`src/rtl/alu_input_ctrl_pkg.sv`:
```
// Shared definitions for the SimpleALU input front-end: opcode encoding,
// default timing parameters and the operand widening helper.
package alu_input_ctrl_pkg;

   typedef enum logic [2:0] {
      OP_LOAD = 3'd0,
      OP_ADD  = 3'd1,
      OP_SUB  = 3'd2,
      OP_MUL  = 3'd3,
      OP_AND  = 3'd4,
      OP_OR   = 3'd5,
      OP_XOR  = 3'd6,
      OP_SHL  = 3'd7
   } alu_op_e;

   // 50 MHz board clock -> 1 ms tick
   localparam int DEF_CLK_DIV     = 50000;
   localparam int DEF_DEBOUNCE_MS = 10;

   // Width of the per-key debounce counter
   localparam int DB_CNT_W = 4;

   // The 8-bit operand enters the 16-bit accumulator datapath zero-extended
   function automatic logic [15:0] zext_operand(input logic [7:0] value);
      return {8'h00, value};
   endfunction

endpackage

```
`src/rtl/alu_input_ctrl_key_debounce.sv`:
```
// One push-button: 2-flop synchronizer, tick-based debounce and a one-cycle
// press pulse on the released-to-pressed transition of the debounced level.
module key_debounce
   import alu_input_ctrl_pkg::*;
#(
   parameter int DEBOUNCE_MS = DEF_DEBOUNCE_MS
) (
   input  logic clk,
   input  logic rst,
   input  logic tick,
   input  logic raw_n,
   output logic press
);

   localparam logic [DB_CNT_W-1:0] DB_LAST = DB_CNT_W'(DEBOUNCE_MS - 1);

   logic                sync1_r;
   logic                sync2_r;
   logic                stable_r;
   logic [DB_CNT_W-1:0] cnt_r;
   logic                press_r;
   logic                level_s;
   logic                stable_next_s;
   logic [DB_CNT_W-1:0] cnt_next_s;

   // Synchronize the raw active-low button; reset value is the released level
   always_ff @(posedge clk) begin
      if (rst) begin
         sync1_r <= 1'b1;
         sync2_r <= 1'b1;
      end else begin
         sync1_r <= raw_n;
         sync2_r <= sync1_r;
      end
   end

   // 1 = pressed
   assign level_s = ~sync2_r;

   // Debounce next state: only a tick may move the counter or the stable level
   always_comb begin
      stable_next_s = stable_r;
      cnt_next_s    = cnt_r;
      if (tick) begin
         if (level_s == stable_r) begin
            cnt_next_s = {DB_CNT_W{1'b0}};
         end else if (cnt_r == DB_LAST) begin
            stable_next_s = ~stable_r;
            cnt_next_s    = {DB_CNT_W{1'b0}};
         end else begin
            cnt_next_s = cnt_r + DB_CNT_W'(1);
         end
      end else begin
         stable_next_s = stable_r;
         cnt_next_s    = cnt_r;
      end
   end

   // Debounce state plus press pulse, which fires only on the 0->1 flip
   always_ff @(posedge clk) begin
      if (rst) begin
         stable_r <= 1'b0;
         cnt_r    <= {DB_CNT_W{1'b0}};
         press_r  <= 1'b0;
      end else begin
         stable_r <= stable_next_s;
         cnt_r    <= cnt_next_s;
         press_r  <= stable_next_s & ~stable_r;
      end
   end

   assign press = press_r;

endmodule

```
`src/rtl/alu_input_ctrl.sv`:
```
// SimpleALU front-end: 1 ms tick, debounced keys, operand/opcode latches and
// a 16-bit accumulator updated one cycle after each opcode load.
module alu_input_ctrl
   import alu_input_ctrl_pkg::*;
#(
   parameter int CLK_DIV     = DEF_CLK_DIV,
   parameter int DEBOUNCE_MS = DEF_DEBOUNCE_MS
) (
   input  logic        clk,
   input  logic        rst,
   input  logic [9:0]  SW,
   input  logic [1:0]  KEY,
   output logic        oneMsPulse,
   output logic        dispMode,
   output logic [7:0]  OpReg,
   output logic        ShowOpReg,
   output logic [2:0]  OpCode,
   output logic        ShowOpCode,
   output logic [15:0] OpResult
);

   localparam int                TICK_W    = (CLK_DIV > 1) ? $clog2(CLK_DIV) : 1;
   localparam logic [TICK_W-1:0] TICK_LAST = TICK_W'(CLK_DIV - 1);

   logic [TICK_W-1:0] tick_cnt_r;
   logic [TICK_W-1:0] tick_cnt_next_s;
   logic              tick_r;
   logic              mode1_r;
   logic              mode2_r;
   logic              press0_s;
   logic              press1_s;
   logic [7:0]        op_reg_r;
   logic              show_op_reg_r;
   logic [2:0]        op_code_r;
   logic              show_op_code_r;
   logic              exec_r;
   logic [15:0]       op_result_r;
   logic [15:0]       operand_s;
   logic [15:0]       product_s;
   logic [15:0]       alu_res_s;
   logic              unused_sw8_s;

   // SW[8] carries no function on this board
   assign unused_sw8_s = SW[8];

   // Free-running divider count, wrapping at CLK_DIV-1
   always_comb begin
      if (tick_cnt_r == TICK_LAST) begin
         tick_cnt_next_s = {TICK_W{1'b0}};
      end else begin
         tick_cnt_next_s = tick_cnt_r + TICK_W'(1);
      end
   end

   // Divider and tick flop; the tick is pre-decoded so it is high while count == CLK_DIV-1
   always_ff @(posedge clk) begin
      if (rst) begin
         tick_cnt_r <= {TICK_W{1'b0}};
         tick_r     <= 1'b0;
      end else begin
         tick_cnt_r <= tick_cnt_next_s;
         tick_r     <= (tick_cnt_next_s == TICK_LAST);
      end
   end

   // Display-mode switch goes through a plain 2-flop synchronizer, no debounce
   always_ff @(posedge clk) begin
      if (rst) begin
         mode1_r <= 1'b0;
         mode2_r <= 1'b0;
      end else begin
         mode1_r <= SW[9];
         mode2_r <= mode1_r;
      end
   end

   key_debounce #(.DEBOUNCE_MS(DEBOUNCE_MS)) u_key0 (
      .clk   (clk),
      .rst   (rst),
      .tick  (tick_r),
      .raw_n (KEY[0]),
      .press (press0_s)
   );

   key_debounce #(.DEBOUNCE_MS(DEBOUNCE_MS)) u_key1 (
      .clk   (clk),
      .rst   (rst),
      .tick  (tick_r),
      .raw_n (KEY[1]),
      .press (press1_s)
   );

   // Accumulator ALU over the registered operand and opcode
   always_comb begin
      operand_s = zext_operand(op_reg_r);
      product_s = op_result_r * operand_s;
      alu_res_s = op_result_r;
      case (alu_op_e'(op_code_r))
         OP_LOAD: alu_res_s = operand_s;
         OP_ADD:  alu_res_s = op_result_r + operand_s;
         OP_SUB:  alu_res_s = op_result_r - operand_s;
         OP_MUL:  alu_res_s = product_s;
         OP_AND:  alu_res_s = op_result_r & operand_s;
         OP_OR:   alu_res_s = op_result_r | operand_s;
         OP_XOR:  alu_res_s = op_result_r ^ operand_s;
         OP_SHL:  alu_res_s = op_result_r << op_reg_r[3:0];
         default: alu_res_s = op_result_r;
      endcase
   end

   // Operand/opcode latches with their strobes, then execute one cycle later
   always_ff @(posedge clk) begin
      if (rst) begin
         op_reg_r       <= 8'h00;
         show_op_reg_r  <= 1'b0;
         op_code_r      <= 3'd0;
         show_op_code_r <= 1'b0;
         exec_r         <= 1'b0;
         op_result_r    <= 16'h0000;
      end else begin
         show_op_reg_r  <= press0_s;
         show_op_code_r <= press1_s;
         exec_r         <= press1_s;
         if (press0_s) begin
            op_reg_r <= SW[7:0];
         end
         if (press1_s) begin
            op_code_r <= SW[2:0];
         end
         // exec_r is high alongside ShowOpCode, so the new OpReg/OpCode are already in place
         if (exec_r) begin
            op_result_r <= alu_res_s;
         end
      end
   end

   assign oneMsPulse = tick_r;
   assign dispMode   = mode2_r;
   assign OpReg      = op_reg_r;
   assign ShowOpReg  = show_op_reg_r;
   assign OpCode     = op_code_r;
   assign ShowOpCode = show_op_code_r;
   assign OpResult   = op_result_r;

endmodule

```
`config.mk`:
```
export PLATFORM = sky130hd
export DESIGN_NAME = alu_input_ctrl
export DESIGN_NICKNAME = d
export VERILOG_FILES = /design/src/rtl/alu_input_ctrl_pkg.sv /design/src/rtl/alu_input_ctrl_key_debounce.sv /design/src/rtl/alu_input_ctrl.sv
export SDC_FILE = /design/constraint.sdc
export NUM_CORES = 1
export LEC_CHECK = 0
export ABC_AREA = 1
export CORE_MARGIN = 2
export CORE_UTILIZATION = 50
export CTS_CLUSTER_DIAMETER = 120
export DETAILED_ROUTE_END_ITERATION = 16
export MAX_ROUTING_LAYER = met4
export PLACE_DENSITY = 0.76
export SYNTH_ARGS = -nofsm -noshare
export SYNTH_HDL_FRONTEND = slang
export SYNTH_SLANG_ARGS = --single-unit
```
`constraint.sdc`:
```
create_clock -name clk -period 4.6 [get_ports clk]
set_input_delay 1.38 -clock clk [delete_from_list [all_inputs] [get_ports clk]]
set_output_delay 1.38 -clock clk [all_outputs]
set_load 0.05 [all_outputs]
```
==> results.sh, run 1 <==
export IMPL_status="finished clean"
export IMPL_die_w_um=130
export IMPL_p_per_area_nw_per_um2=143
export IMPL_antenna_left=0
export IMPL_worst_ir_drop_vdd_v=0.000179
export IMPL_slew_headroom=0.600
export IMPL_cts_max_path_buffers=2
export IMPL_place_gp_congestion=1.02
export IMPL_die_h_um=130
export IMPL_maxSlewViolCount=0
export IMPL_synth_top_cell_by_area="dfxtp_1"
export IMPL_gr_total_overflow=0
export IMPL_synth_area_leaders="dfxtp_1 16%, fa_1 15%, nand2_1 14%"
export IMPL_cp_required_ps=4790
export IMPL_syn_area_um2=7950
export IMPL_drc=0
export IMPL_synth_nets=1338
export IMPL_cp_data_arrival_time_ps=4510
export IMPL_grt_pass1_wl_um=36600
export IMPL_port_buffers=43
export IMPL_worst_path_max_fanout=9
export IMPL_cts_sinks=64
export IMPL_io_pins=45
export IMPL_nets=1386
export IMPL_dp_hpwl_um=17600
export IMPL_cellLeakagePower_uw=0.00464
export IMPL_setup_worst_path_class="reg2reg"
export IMPL_synth_flop_cell="dfxtp_1"
export IMPL_cts_buffers=9
export IMPL_grt_max_degree=46
export IMPL_crit_path_start_kind="flip-flop"
export IMPL_grt_antenna_before_repair=0
export IMPL_period_share=0.939
export IMPL_cts_root_buffer="clkbuf_16"
export IMPL_period_needed_ps=4320
export IMPL_holdBufCountCts=0
export IMPL_synth_edf_count=0
export IMPL_netlist_cell_type_count=49
export IMPL_core_area_um2=15700
export IMPL_first_pass_iters=5
export IMPL_clkLatencyLatePin_ps=340
export IMPL_wl_per_cell_um=15.4
export IMPL_synthToLayoutAreaGrowth_pct=14.0
export IMPL_yosys_warnings=0
export IMPL_rows=46
export IMPL_end_kind="flip-flop"
export IMPL_synth_seq_area_share=0.161
export IMPL_ff2ff_setup_slack_ps=280
export IMPL_avgSynthCellArea_um2=6.63
export IMPL_synth_seq_cells=64
export IMPL_skew_ps=13.7
export IMPL_instances_no_fill=1468
export IMPL_h_tree_depth=3
export IMPL_cap_violations=0
export IMPL_initial_core_util=0.506
export IMPL_worstHoldPathType="reg2reg"
export IMPL_synth_top_area_frac=0.161
export IMPL_tritoncts="done"
export IMPL_finalHoldViolCount=0
export IMPL_drtIter0Drc=611
export IMPL_antenna_cells=0
export IMPL_drive_gt1_frac=0.0879
export IMPL_finalWirelength_um=22700
export IMPL_worst_slack_ps=281
export IMPL_dp_cells=1446
export IMPL_hold_ws_ps=410
export IMPL_vias=7895
export IMPL_grt_pass1_vias=7578
export IMPL_place_ws_ps=135
export IMPL_syn_inst=1199
export IMPL_synth_async_sr_flop_share=0
export IMPL_fmax_ghz=0.232
export IMPL_setup_viol=0
export IMPL_worst_pin_slew_ps=599
export IMPL_via_per_inst=5.38
export IMPL_grt_util_all_layers=0.286
export IMPL_dieArea_um2=16900
export IMPL_clk_pin_slew_ps=60
logic make-up after synthesis:
kind of cell / after synthesis / synth area share
compound gates: 201 / 0.145
xor+xnor: 18 / 0.0198
fa+ha+maj: 125 / 0.254
buf+inv: 294 / 0.147
flops: 64 / 0.161
mux: 1 / 0.00126
simple gates: 496 / 0.271
state kept, by name, summed over array words and instances, names as in the netlist, 3 cells and up:
| signal | cells |
|---|---|
| u_key0.cnt_r | 4 |
| OpCode | 3 |
| tick_cnt_r | 16 |
| u_key1.cnt_r | 4 |
| OpResult | 16 |
| OpReg | 8 |
critical path, stage by stage, from the launching register on:
cell,delay (ps)
dfxtp_4,390
buf_4,150
nand2_1,60
inv_1,50
fa_1,440
fa_1,540
inv_1,50
fa_1,460
fa_1,540
inv_1,40
ha_1,350
a21oi_1,190
nand2_2,110
o21ai_0,380
nand4_1,150
o21ai_0,190
a21oi_1,80
final cells by class:
| cell class | instances | area [um2] |
|---|---|---|
| Timing Repair Buffer | 80 | 709 |
| Inverter | 251 | 942 |
| Fill cell | 1519 | 6650 |
| Tap cell | 216 | 270 |
| Clock inverter | 7 | 77.6 |
| Clock buffer | 9 | 225 |
| Multi-Input combinational cell | 841 | 5530 |
| Sequential cell | 64 | 1310 |
stage by stage:
step / util / instance area (um2) / TNS, ps / power (uW)
after floorplan: - / 7960 / 0 / 590
after global placement: 0.551 / 8660 / 0 / 606
after detailed placement: 0.551 / 8660 / 0 / 606
after CTS: 0.571 / 8970 / 0 / 1310
after global routing: 0.577 / 9060 / -22.5 / 1340
final: 0.577 / 9060 / 0 / 1300
cell usage in the layout, fill, tap and decap left out, drive strengths merged, types with 2 or more instances in the layout:
cell,Yosys,final
a21o,2,2
o21a,4,4
o21ai,80,80
o211ai,6,6
xor2,13,13
clkinv,0,3
o31ai,5,5
nor2,76,76
a221oi,4,4
ha,64,64
or2,9,9
a21oi,76,76
a31oi,6,6
xnor2,5,5
dfxtp,64,64
a22oi,3,3
o21bai,3,3
o2111ai,3,3
nand3,72,72
fa,61,61
nand2,290,290
nor4,5,5
a211oi,3,3
inv,251,253
nand4,14,14
buf,28,37
clkbuf,15,9
a21boi,3,3
nor3,21,21
clkdlybuf4s50,0,43
nand3b,8,8
synth_stat cells (2+ instances only):
master and count:
nand2_1 287, inv_1 243, a21oi_1 73, nor2_1 71, nand3_1 69, dfxtp_1 64
ha_1 64, o21ai_0 63, fa_1 61, buf_2 18, nor3_1 18, clkbuf_1 15
nand4_1 14, xor2_1 13, o21ai_1 12, inv_2 8, nand3b_1 8, or2_2 8
a31oi_1 6, o211ai_1 6, buf_4 5, nor4_1 5, o21ai_2 5, o31ai_1 5
xnor2_1 5, a221oi_1 4, o21a_1 4, a211oi_1 3, a21oi_2 3, a22oi_1 3
buf_6 3, nand2_2 3, nand3_2 3, nor2_2 3, o2111ai_1 3, o21bai_1 3
a21boi_0 2, a21o_1 2, buf_1 2, nor2_4 2, nor3_4 2
layer usage:
layer | GRT usage | up-vias | share of wire
li1 | - | 3880 | -
met1 | 0.370 | 3661 | 0.42
met2 | 0.474 | 309 | 0.48
met3 | 0.0303 | 45 | 0.077
met4 | 0.0873 | 0 | 0.022
met5 | - | - | 0
repair_timing:
| item | CTS | global route |
|---|---|---|
| resized for setup | 0 | 20 |
| setup endpoints to repair | 0 | 8 |
| setup buffers | 0 | 6 |
power by group:
part / switching [uW] / total, uW / internal, uW
combinational: 17.3 / 32.4 / 15.0
clock: 281 / 705 / 424
sequential: 3.12 / 559 / 556
total: 301 / 1300 / 995
worst paths after layout:
kind,startpoint,to,cells past startpoint
worst max register to register,OpReg[4],OpResult[7],16
worst max-delay path,OpReg[4],OpResult[7],16
worst min register to register,u_key1.sync1_r,u_key1.sync2_r,1
worst min-delay path,u_key1.sync1_r,u_key1.sync2_r,1
Power figures use the tool's default switching activity.
==> run 2: changes to the inputs <==
Settings changed: PLACE_DENSITY 0.76 to not set, PLACE_DENSITY_LB_ADDON set to 0.1.
==> results.sh, run 2 (synthesis gave the netlist of run 1 again) <==
export IMPL_grt_max_degree=46
export IMPL_skew_ps=11.9
export IMPL_cpPeakStageDelay_ps=530
export IMPL_core_area_um2=15700
export IMPL_worst_path_max_fanout=6
export IMPL_path_common_cell="fa_1"
export IMPL_drive_gt1_frac=0.0810
export IMPL_clkLatencyLatePin_ps=330
export IMPL_hold_ws_ps=406
export IMPL_place_gp_congestion=0.937
export IMPL_clk_pin_slew_ps=60
export IMPL_nets=1381
export IMPL_worst_ir_drop_vdd_v=0.000256
export IMPL_cellLeakagePower_uw=0.00466
export IMPL_layout_commonest_cell="nand2_1"
export IMPL_h_tree_depth=3
export IMPL_ff2ff_path_depth=17
export IMPL_io_pins=45
export IMPL_crit_slowest_cell="fa_1"
export IMPL_grt_util_all_layers=0.291
export IMPL_path_cells="nand2_1 -> fa_1 -> fa_1 -> inv_1 -> fa_1 -> inv_1 -> fa_1 -> inv_1 -> ha_1 -> a21oi_1 -> nand2_1 -> a21oi_1 -> xor2_1 -> or2_1 -> o211ai_1 -> nand2_1 -> a21oi_1"
export IMPL_setup_worst_path_class="reg2reg"
export IMPL_cp_data_arrival_time_ps=4630
export IMPL_maxSlewViolCount=0
export IMPL_die_w_um=130
export IMPL_finalWirelength_um=22900
export IMPL_fmax_ghz=0.228
export IMPL_antenna_left=0
export IMPL_vias=7704
export IMPL_dieArea_um2=16900
export IMPL_path_buf_inv=3
export IMPL_crit_family="adder cells"
export IMPL_cap_violations=0
export IMPL_rows=46
export IMPL_tritoncts="done"
export IMPL_slew_headroom=0.604
export IMPL_drc=0
export IMPL_cp_required_ps=4850
export IMPL_drtIter0Drc=527
export IMPL_antenna_cells=0
export IMPL_fill_cells=1543
export IMPL_cts_setup_buffers=0
export IMPL_status="finished clean"
export IMPL_end_kind="flip-flop"
export IMPL_cts_max_path_buffers=2
export IMPL_clock_power_share=0.585
export IMPL_cts_buffers=9
export IMPL_internal_power_uw=1150
export IMPL_worstHoldPathType="reg2reg"
export IMPL_initial_core_util=0.506
export IMPL_p_per_area_nw_per_um2=157
export IMPL_netSwitchingPower_uw=280
export IMPL_ff2ff_setup_slack_ps=220
export IMPL_final_cell_mix="286 x nand2_1, 243 x inv_1, 73 x a21oi_1"
export IMPL_setup_viol=0
export IMPL_period_needed_ps=4380
export IMPL_gr_total_overflow=0
export IMPL_holdBufCountCts=0
export IMPL_synthToLayoutAreaGrowth_pct=14.2
export IMPL_worst_pin_slew_ps=594
export IMPL_regArea_um2=1300
export IMPL_finalHoldViolCount=0
export IMPL_swShare=0.196
export IMPL_fin_util=0.578
export IMPL_pwr_share_comb=0.022
export IMPL_cts_root_buffer="clkbuf_16"
export IMPL_crit_path_start_kind="flip-flop"
export IMPL_cts_sinks=64
export IMPL_whs_path_depth=1
export IMPL_post_cts_resize_count=0
export IMPL_die_h_um=130
export IMPL_dp_hpwl_um=17900
export IMPL_sequentialPowerShare=0.393
export IMPL_port_buffers=43
export IMPL_wl_per_cell_um=15.7
export IMPL_grt_pass1_vias=7530
export IMPL_first_pass_iters=5
export IMPL_multi_input_area_um2=5520
export IMPL_grt_pass1_wl_um=37200
export IMPL_crit_cells=17
export IMPL_period_share=0.952
export IMPL_via_per_inst=5.27
export IMPL_grt_antenna_before_repair=0
run 2: cell type report:
type / count / area share
clock buffer: 12 / 0.0294
clock inverter: 4 / 0.0109
inverter: 251 / 0.104
multi-input combinational: 841 / 0.608
sequential: 64 / 0.143
tap: 216 / 0.0298
timing repair buffer: 75 / 0.0747
run 2: metrics by stage:
| stage | worst slack [ps] | total power [uW] | cells | area [um2] | setup TNS, ps |
|---|---|---|---|---|---|
| 2_1_floorplan | 0.618 | 590 | 1199 | 7960 | 0 |
| 3_3_place_gp | 164 | 606 | 1447 | 8680 | 0 |
| 3_5_place_dp | 83.5 | 606 | 1447 | 8680 | 0 |
| 4_1_cts | 57.5 | 1440 | 1463 | 9040 | 0 |
| 5_1_grt | -3.04 | 1460 | 1463 | 9080 | -3.04 |
| 6_report | 220 | 1430 | 1463 | 9080 | 0 |
run 2: power groups by stage:
stage	logic, uW	registers [uW]	clock network [uW]
finish	32.0	560	835
global route	35.6	561	864
CTS	32.3	562	842
detailed placement	32.3	574	0
global placement	32.0	574	0
floorplan	15.9	574	0
run 2: final timing paths:
| path | start | endpoint |
|---|---|---|
| setup / recovery | OpResult[2] | OpResult[8] |
| hold / removal | u_key1.sync1_r | u_key1.sync2_r |
| setup reg to reg | OpResult[2] | OpResult[8] |
| hold reg to reg | u_key1.sync1_r | u_key1.sync2_r |
run 2: metal layers:
metal	track usage	part of all wire
met1	0.373	0.44
met2	0.485	0.47
met3	0.0353	0.063
met4	0.0835	0.021
met5	-	0
run 2: worst reg2reg max path, delay by kind of cell, from the launching register on:
family	cells	cell delay, ps
buffers and inverters	3	140
XOR/XNOR	1	90
flip-flops	1	470
adder cells (fa/ha/maj)	5	2390
AO/OA/AOI/OAI	4	650
AND/OR/NAND/NOR	4	540
==> run 3: changes to the inputs <==
Settings changed: CTS_BUF_LIST set to sky130_fd_sc_hd__clkbuf_4, CTS_CLUSTER_DIAMETER 120 to not set.
==> results.sh, run 3 (synthesis gave the netlist of run 1 again) <==
export IMPL_r2r_end="OpResult[15]"
export IMPL_final_area_um2=8930
export IMPL_slew_headroom=0.589
export IMPL_path_common_cell="inv_1"
export IMPL_grt_pass1_vias=7465
export IMPL_cts_buffers=9
export IMPL_worst_ir_drop_vdd_v=0.000152
export IMPL_h_tree_depth=3
export IMPL_grt_util_all_layers=0.289
export IMPL_whs_path_depth=2
export IMPL_port_buffers=43
export IMPL_worstHoldPathType="reg2reg"
export IMPL_post_cts_resize_count=0
export IMPL_place_gp_congestion=0.937
export IMPL_maxSlewViolCount=0
export IMPL_holdBufCountCts=0
export IMPL_synthToLayoutAreaGrowth_pct=12.4
export IMPL_die_h_um=130
export IMPL_antenna_left=0
export IMPL_cap_violations=0
export IMPL_grt_antenna_before_repair=1
export IMPL_crit_slowest_cell="fa_1"
export IMPL_worst_path_max_fanout=15
export IMPL_status="finished clean"
export IMPL_ff2ff_path_depth=20
export IMPL_grt_pass1_wl_um=36900
export IMPL_cts_setup_buffers=0
export IMPL_ff2ff_setup_slack_ps=200
export IMPL_cpPeakStageDelay_ps=530
export IMPL_min_to="dispMode"
export IMPL_skew_ps=20.3
export IMPL_via_per_inst=5.29
export IMPL_dieArea_um2=16900
export IMPL_core_area_um2=15700
export IMPL_clk_pin_slew_ps=130
export IMPL_wl_per_cell_um=15.6
export IMPL_p_per_area_nw_per_um2=121
export IMPL_cts_root_buffer="clkbuf_4"
export IMPL_cellLeakagePower_uw=0.00458
export IMPL_die_w_um=130
export IMPL_drive_gt1_frac=0.0809
export IMPL_end_kind="flip-flop"
export IMPL_grt_max_degree=46
export IMPL_first_pass_iters=5
export IMPL_tritoncts="done"
export IMPL_drtIter0Drc=486
export IMPL_layout_commonest_cell="nand2_1"
export IMPL_cp_required_ps=4950
export IMPL_setup_tns_ps=0
export IMPL_rows=46
export IMPL_nets=1382
export IMPL_final_cell_mix="286 x nand2_1, 243 x inv_1, 73 x a21oi_1"
export IMPL_io_pins=45
export IMPL_drc=0
export IMPL_period_share=0.956
export IMPL_dp_hpwl_um=17900
export IMPL_clkLatencyLatePin_ps=430
export IMPL_path_cells="buf_12 -> nand2_1 -> inv_1 -> fa_1 -> inv_1 -> fa_1 -> inv_1 -> fa_1 -> fa_1 -> ha_1 -> inv_1 -> nor3_1 -> o21ai_0 -> nand3_2 -> inv_1 -> nand3_1 -> nand3_1 -> nand2_1 -> nand2_1 -> a21oi_2"
export IMPL_crit_path_start_kind="flip-flop"
export IMPL_initial_core_util=0.506
export IMPL_placed_area_um2=8680
export IMPL_worst_pin_slew_ps=616
export IMPL_worstHoldStart="mode1_r"
export IMPL_fmax_ghz=0.227
export IMPL_gr_total_overflow=0
export IMPL_vias=7744
export IMPL_setup_viol=0
export IMPL_cts_max_path_buffers=2
export IMPL_cts_sinks=64
export IMPL_finalHoldViolCount=0
export IMPL_cp_data_arrival_time_ps=4750
export IMPL_reg2reg_from="OpReg[2]"
export IMPL_setup_worst_path_class="reg2reg"
export IMPL_finalWirelength_um=22800
export IMPL_period_needed_ps=4400
==> run 3: cell count changes in the layout (fill, tap and decap cells not counted), sizes merged <==
cell,change
clkinv,+3
diode,+1
clkbuf,-2
==> run 3: per-layer routing <==
metal  global-route usage  wire length (um)  vias to the layer above
met5                    -                 0                        -
met4               0.0904               473                        0
met3               0.0369              1500                       34
met2                0.476             10800                      250
met1                0.373             10000                     3596
li1                     -                 -                     3864
==> run 3: area by class of cell <==
| type | count | area (um2) |
|---|---|---|
| Clock inverter | 7 | 110 |
| Timing Repair Buffer | 76 | 707 |
| Clock buffer | 9 | 67.6 |
| Tap cell | 216 | 270 |
| Antenna cell | 1 | 2.50 |
| Inverter | 251 | 942 |
| Multi-Input combinational cell | 841 | 5530 |
| Sequential cell | 64 | 1300 |
| Fill cell | 1566 | 6780 |
==> run 3: metrics by stage <==
| stage | instances | power, uW | hold slack, ps | util | setup slack [ps] |
|---|---|---|---|---|---|
| after floorplan | 1199 | 590 | 388 | - | 0.618 |
| after global placement | 1447 | 606 | 389 | 0.552 | 164 |
| after detailed placement | 1447 | 606 | 395 | 0.552 | 83.5 |
| after CTS | 1463 | 1090 | 414 | 0.564 | 35.4 |
| after global routing | 1465 | 1120 | 425 | 0.568 | -5.89 |
| final | 1465 | 1080 | 414 | 0.568 | 201 |
==> run 3: how the worst max path moves through the flow <==
stage           startpoint      endpoint  slack [ps]  cells after the start
2_1_floorplan     OpReg[2]   OpResult[8]         0.6                     20
3_3_place_gp   OpResult[4]  OpResult[14]         160                     19
3_5_place_dp   OpResult[4]   OpResult[8]          80                     17
4_1_cts        OpResult[4]   OpResult[8]          40                     17
5_1_grt           OpReg[2]   OpResult[8]          -6                     19
6_report          OpReg[2]  OpResult[15]         200                     20
==> run 3: power breakdown <==
| part | internal [uW] | total [uW] | switching (uW) | leakage, uW |
|---|---|---|---|---|
| Combinational | 14.6 | 31.9 | 17.3 | 0.00396 |
| Clock | 271 | 488 | 217 | 0.0000926 |
| Sequential | 557 | 560 | 3.29 | 0.000522 |
| Total | 842 | 1080 | 238 | 0.00458 |
==> run 3: worst max-delay path, delay by kind of cell (launching register included) <==
kind	cells	cell delay [ps]
DFF	1	410
AOI/OAI and AO/OA	2	290
and+or+nand+nor	7	780
buffers and inverters	6	490
adders and majority gates	5	2360
==> RTL change, RTL diff (config.mk and constraints of run 3) <==
Register the output `OpResult` once more, without a reset; this adds one clock of latency there. The other outputs are not delayed to match.
--- a/src/rtl/alu_input_ctrl.sv
+++ b/src/rtl/alu_input_ctrl.sv
@@ -140,7 +140,9 @@
    assign ShowOpReg  = show_op_reg_r;
    assign OpCode     = op_code_r;
    assign ShowOpCode = show_op_code_r;
-   assign OpResult   = op_result_r;
+   always_ff @(posedge clk) begin
+      OpResult <= op_result_r;
+   end
 
 endmodule
 
Formal check against the unedited RTL: no difference found for any inputs over 10 cycles, from zero or initial values and one cycle with rst high; that may be too few to reach the edited logic, so the function may still have changed.
==> RTL change against run 3 <==
Critical endpoint is now op_result_r[13]. Non-clock buffer count is 10 higher. Synthesized cell count is 2.3% higher. Cell area is 3.5% higher. Area after synthesis is 3.6% higher. Routed wire length is 1.3% higher. Total power is 3.4% higher. Via count is 1.4% higher. Maximum frequency is 0.59% higher. Worst setup slack better by 0.026 ns. Sequential cell count is 16 higher. Core utilization is 0.93 points higher.
==> RTL change: results (changes against run 3) <==
Outcome
  – Run status: complete, no violations

Place
  – Gpl congestion: 0.997 (+6.4%)
  – Pre-CTS setup slack: 0.0251 ns (-0.0584 ns)
  – Placed cell area: 0.00905 mm² (+4.3%)

Final layout
  – Layout cells sized above 1: 7.93% (-0.16 points)
  – Post-route insts no fill: 1503 (+2.6%)

CTS
  – Worst-Skew Late Latency: 0.47 ns (+0.04 ns)

Routing
  – DR pass1 iterations: 7 (+2)
  – 1st-iter DRT viols: 475 (-2.3%)
  – Via density: 5.23 (-1.1%)
  – Drt total wl: 23100 µm (+1.3%)

Worst setup path
  – CP Max Fanout: 6 (-9)
  – Worst reg2reg startpoint: OpReg[6]
  – Crit path DAT: 4.70 ns (-0.05 ns)

Synthesis
  – Sequential area share after synthesis: 19.5% (+3.3 points)
  – Synth cell types: 52 (+6.1%)
  – Synth top area cells: dfxtp_1, fa_1, nand2_1
  – XOR/XNOR Fraction of Synth Area: 2.02% (+0.038 points)
  – Adder-cell share of the synthesized area: 24.6% (-0.87 points)
  – Top cells by count, synth: nand2_1, inv_1, a21oi_1
  – Mux share of post-synthesis cell area: 0.243% (+0.12 points)
  – Ys flop type: dfxtp_1
  – Net Count, Synth: 1366 (+2.1%)
  – Mapped Cells: 1227 (+2.3%)

GRT
  – GRT Overall Usage: 28.0% (-0.90 points)
  – Vias in the first global route: 7513 (+0.64%)
  – Global-route wire length before repair: 38100 µm (+3.2%)

Power
  – Power Internal: 822 µW (-2.4%)
  – Peak supply drop: 0.000139 V (-8.7%)
  – Leak: 4.78 nW (+4.4%)

STA
  – Max-slew headroom: 54.8% (-4.1 points)
  – Clock skew: 0.0370 ns (+0.0166 ns)
-- RTL change: cell types whose count changed after synthesis, sizes merged, moves of 3 or more --
cell    change
a21oi       +8
or2         -3
nand2      +10
nor3        +3
nor2        +4
o21ai       -6
nand3b      -3
dfxtp      +16
a31oi       -5
nand4       +6
-- RTL change: final cells by class --
type                       count  area [µm²]
multi-input combinational    853        5540
clock inverter                 7        47.5
fill                        1649        6760
clock buffer                   9        67.6
timing repair buffer          86         756
inverter                     251         942
antenna                        1        2.50
sequential                    80        1620
tap                          216         270
-- RTL change: cell families after synthesis --
kind of cell / count (synthesis)
simple gates: 513
mux: 2
xor+xnor: 19
fa+ha+maj: 125
buf+inv: 294
compound gates: 194
flops: 80
-- RTL change: metal layers --
layer	track usage (%)	wire length (µm)
met1	37.6	10600
met4	6.27	298
met3	3.69	1430
met5	-	0
met2	45.5	10800
-- RTL change: worst paths after layout --
path | to | slack (ns) | cells past startpoint
worst min register to register | dispMode | 0.42 | 2
worst min-delay path | dispMode | 0.42 | 2
worst max-delay path | op_result_r[13] | 0.23 | 17
worst max register to register | op_result_r[13] | 0.23 | 17
-- RTL change: power groups by stage --
stage / clock network [mW] / logic [mW] / registers (mW)
after global routing: 0.421 / 0.0368 / 0.700
final: 0.385 / 0.0325 / 0.699
after CTS: 0.397 / 0.0329 / 0.701
after floorplan: 0 / 0.0158 / 0.717
after detailed placement: 0 / 0.0329 / 0.716
after global placement: 0 / 0.0322 / 0.716
-- RTL change: worst max-delay path, cell delays in order (launching register included) --
cell and delay, ns:
dfxtp_2 0.38, buf_4 0.18, ha_1 0.27, fa_1 0.55
fa_1 0.42, fa_1 0.51, fa_1 0.41, ha_1 0.36
inv_1 0.08, o21ai_0 0.29, nor2_1 0.09, nand3_1 0.11
a21oi_1 0.06, o21ai_0 0.13, buf_4 0.16, nand2_1 0.05
o21ai_1 0.12, a21oi_1 0.07
-- RTL change: repair_timing --
action                     4_1_cts  5_1_grt
setup buffers                    0        0
gates resized for setup          1       28
gates cloned                     0        0
setup endpoints to repair        1        8
pin swaps                        0        1
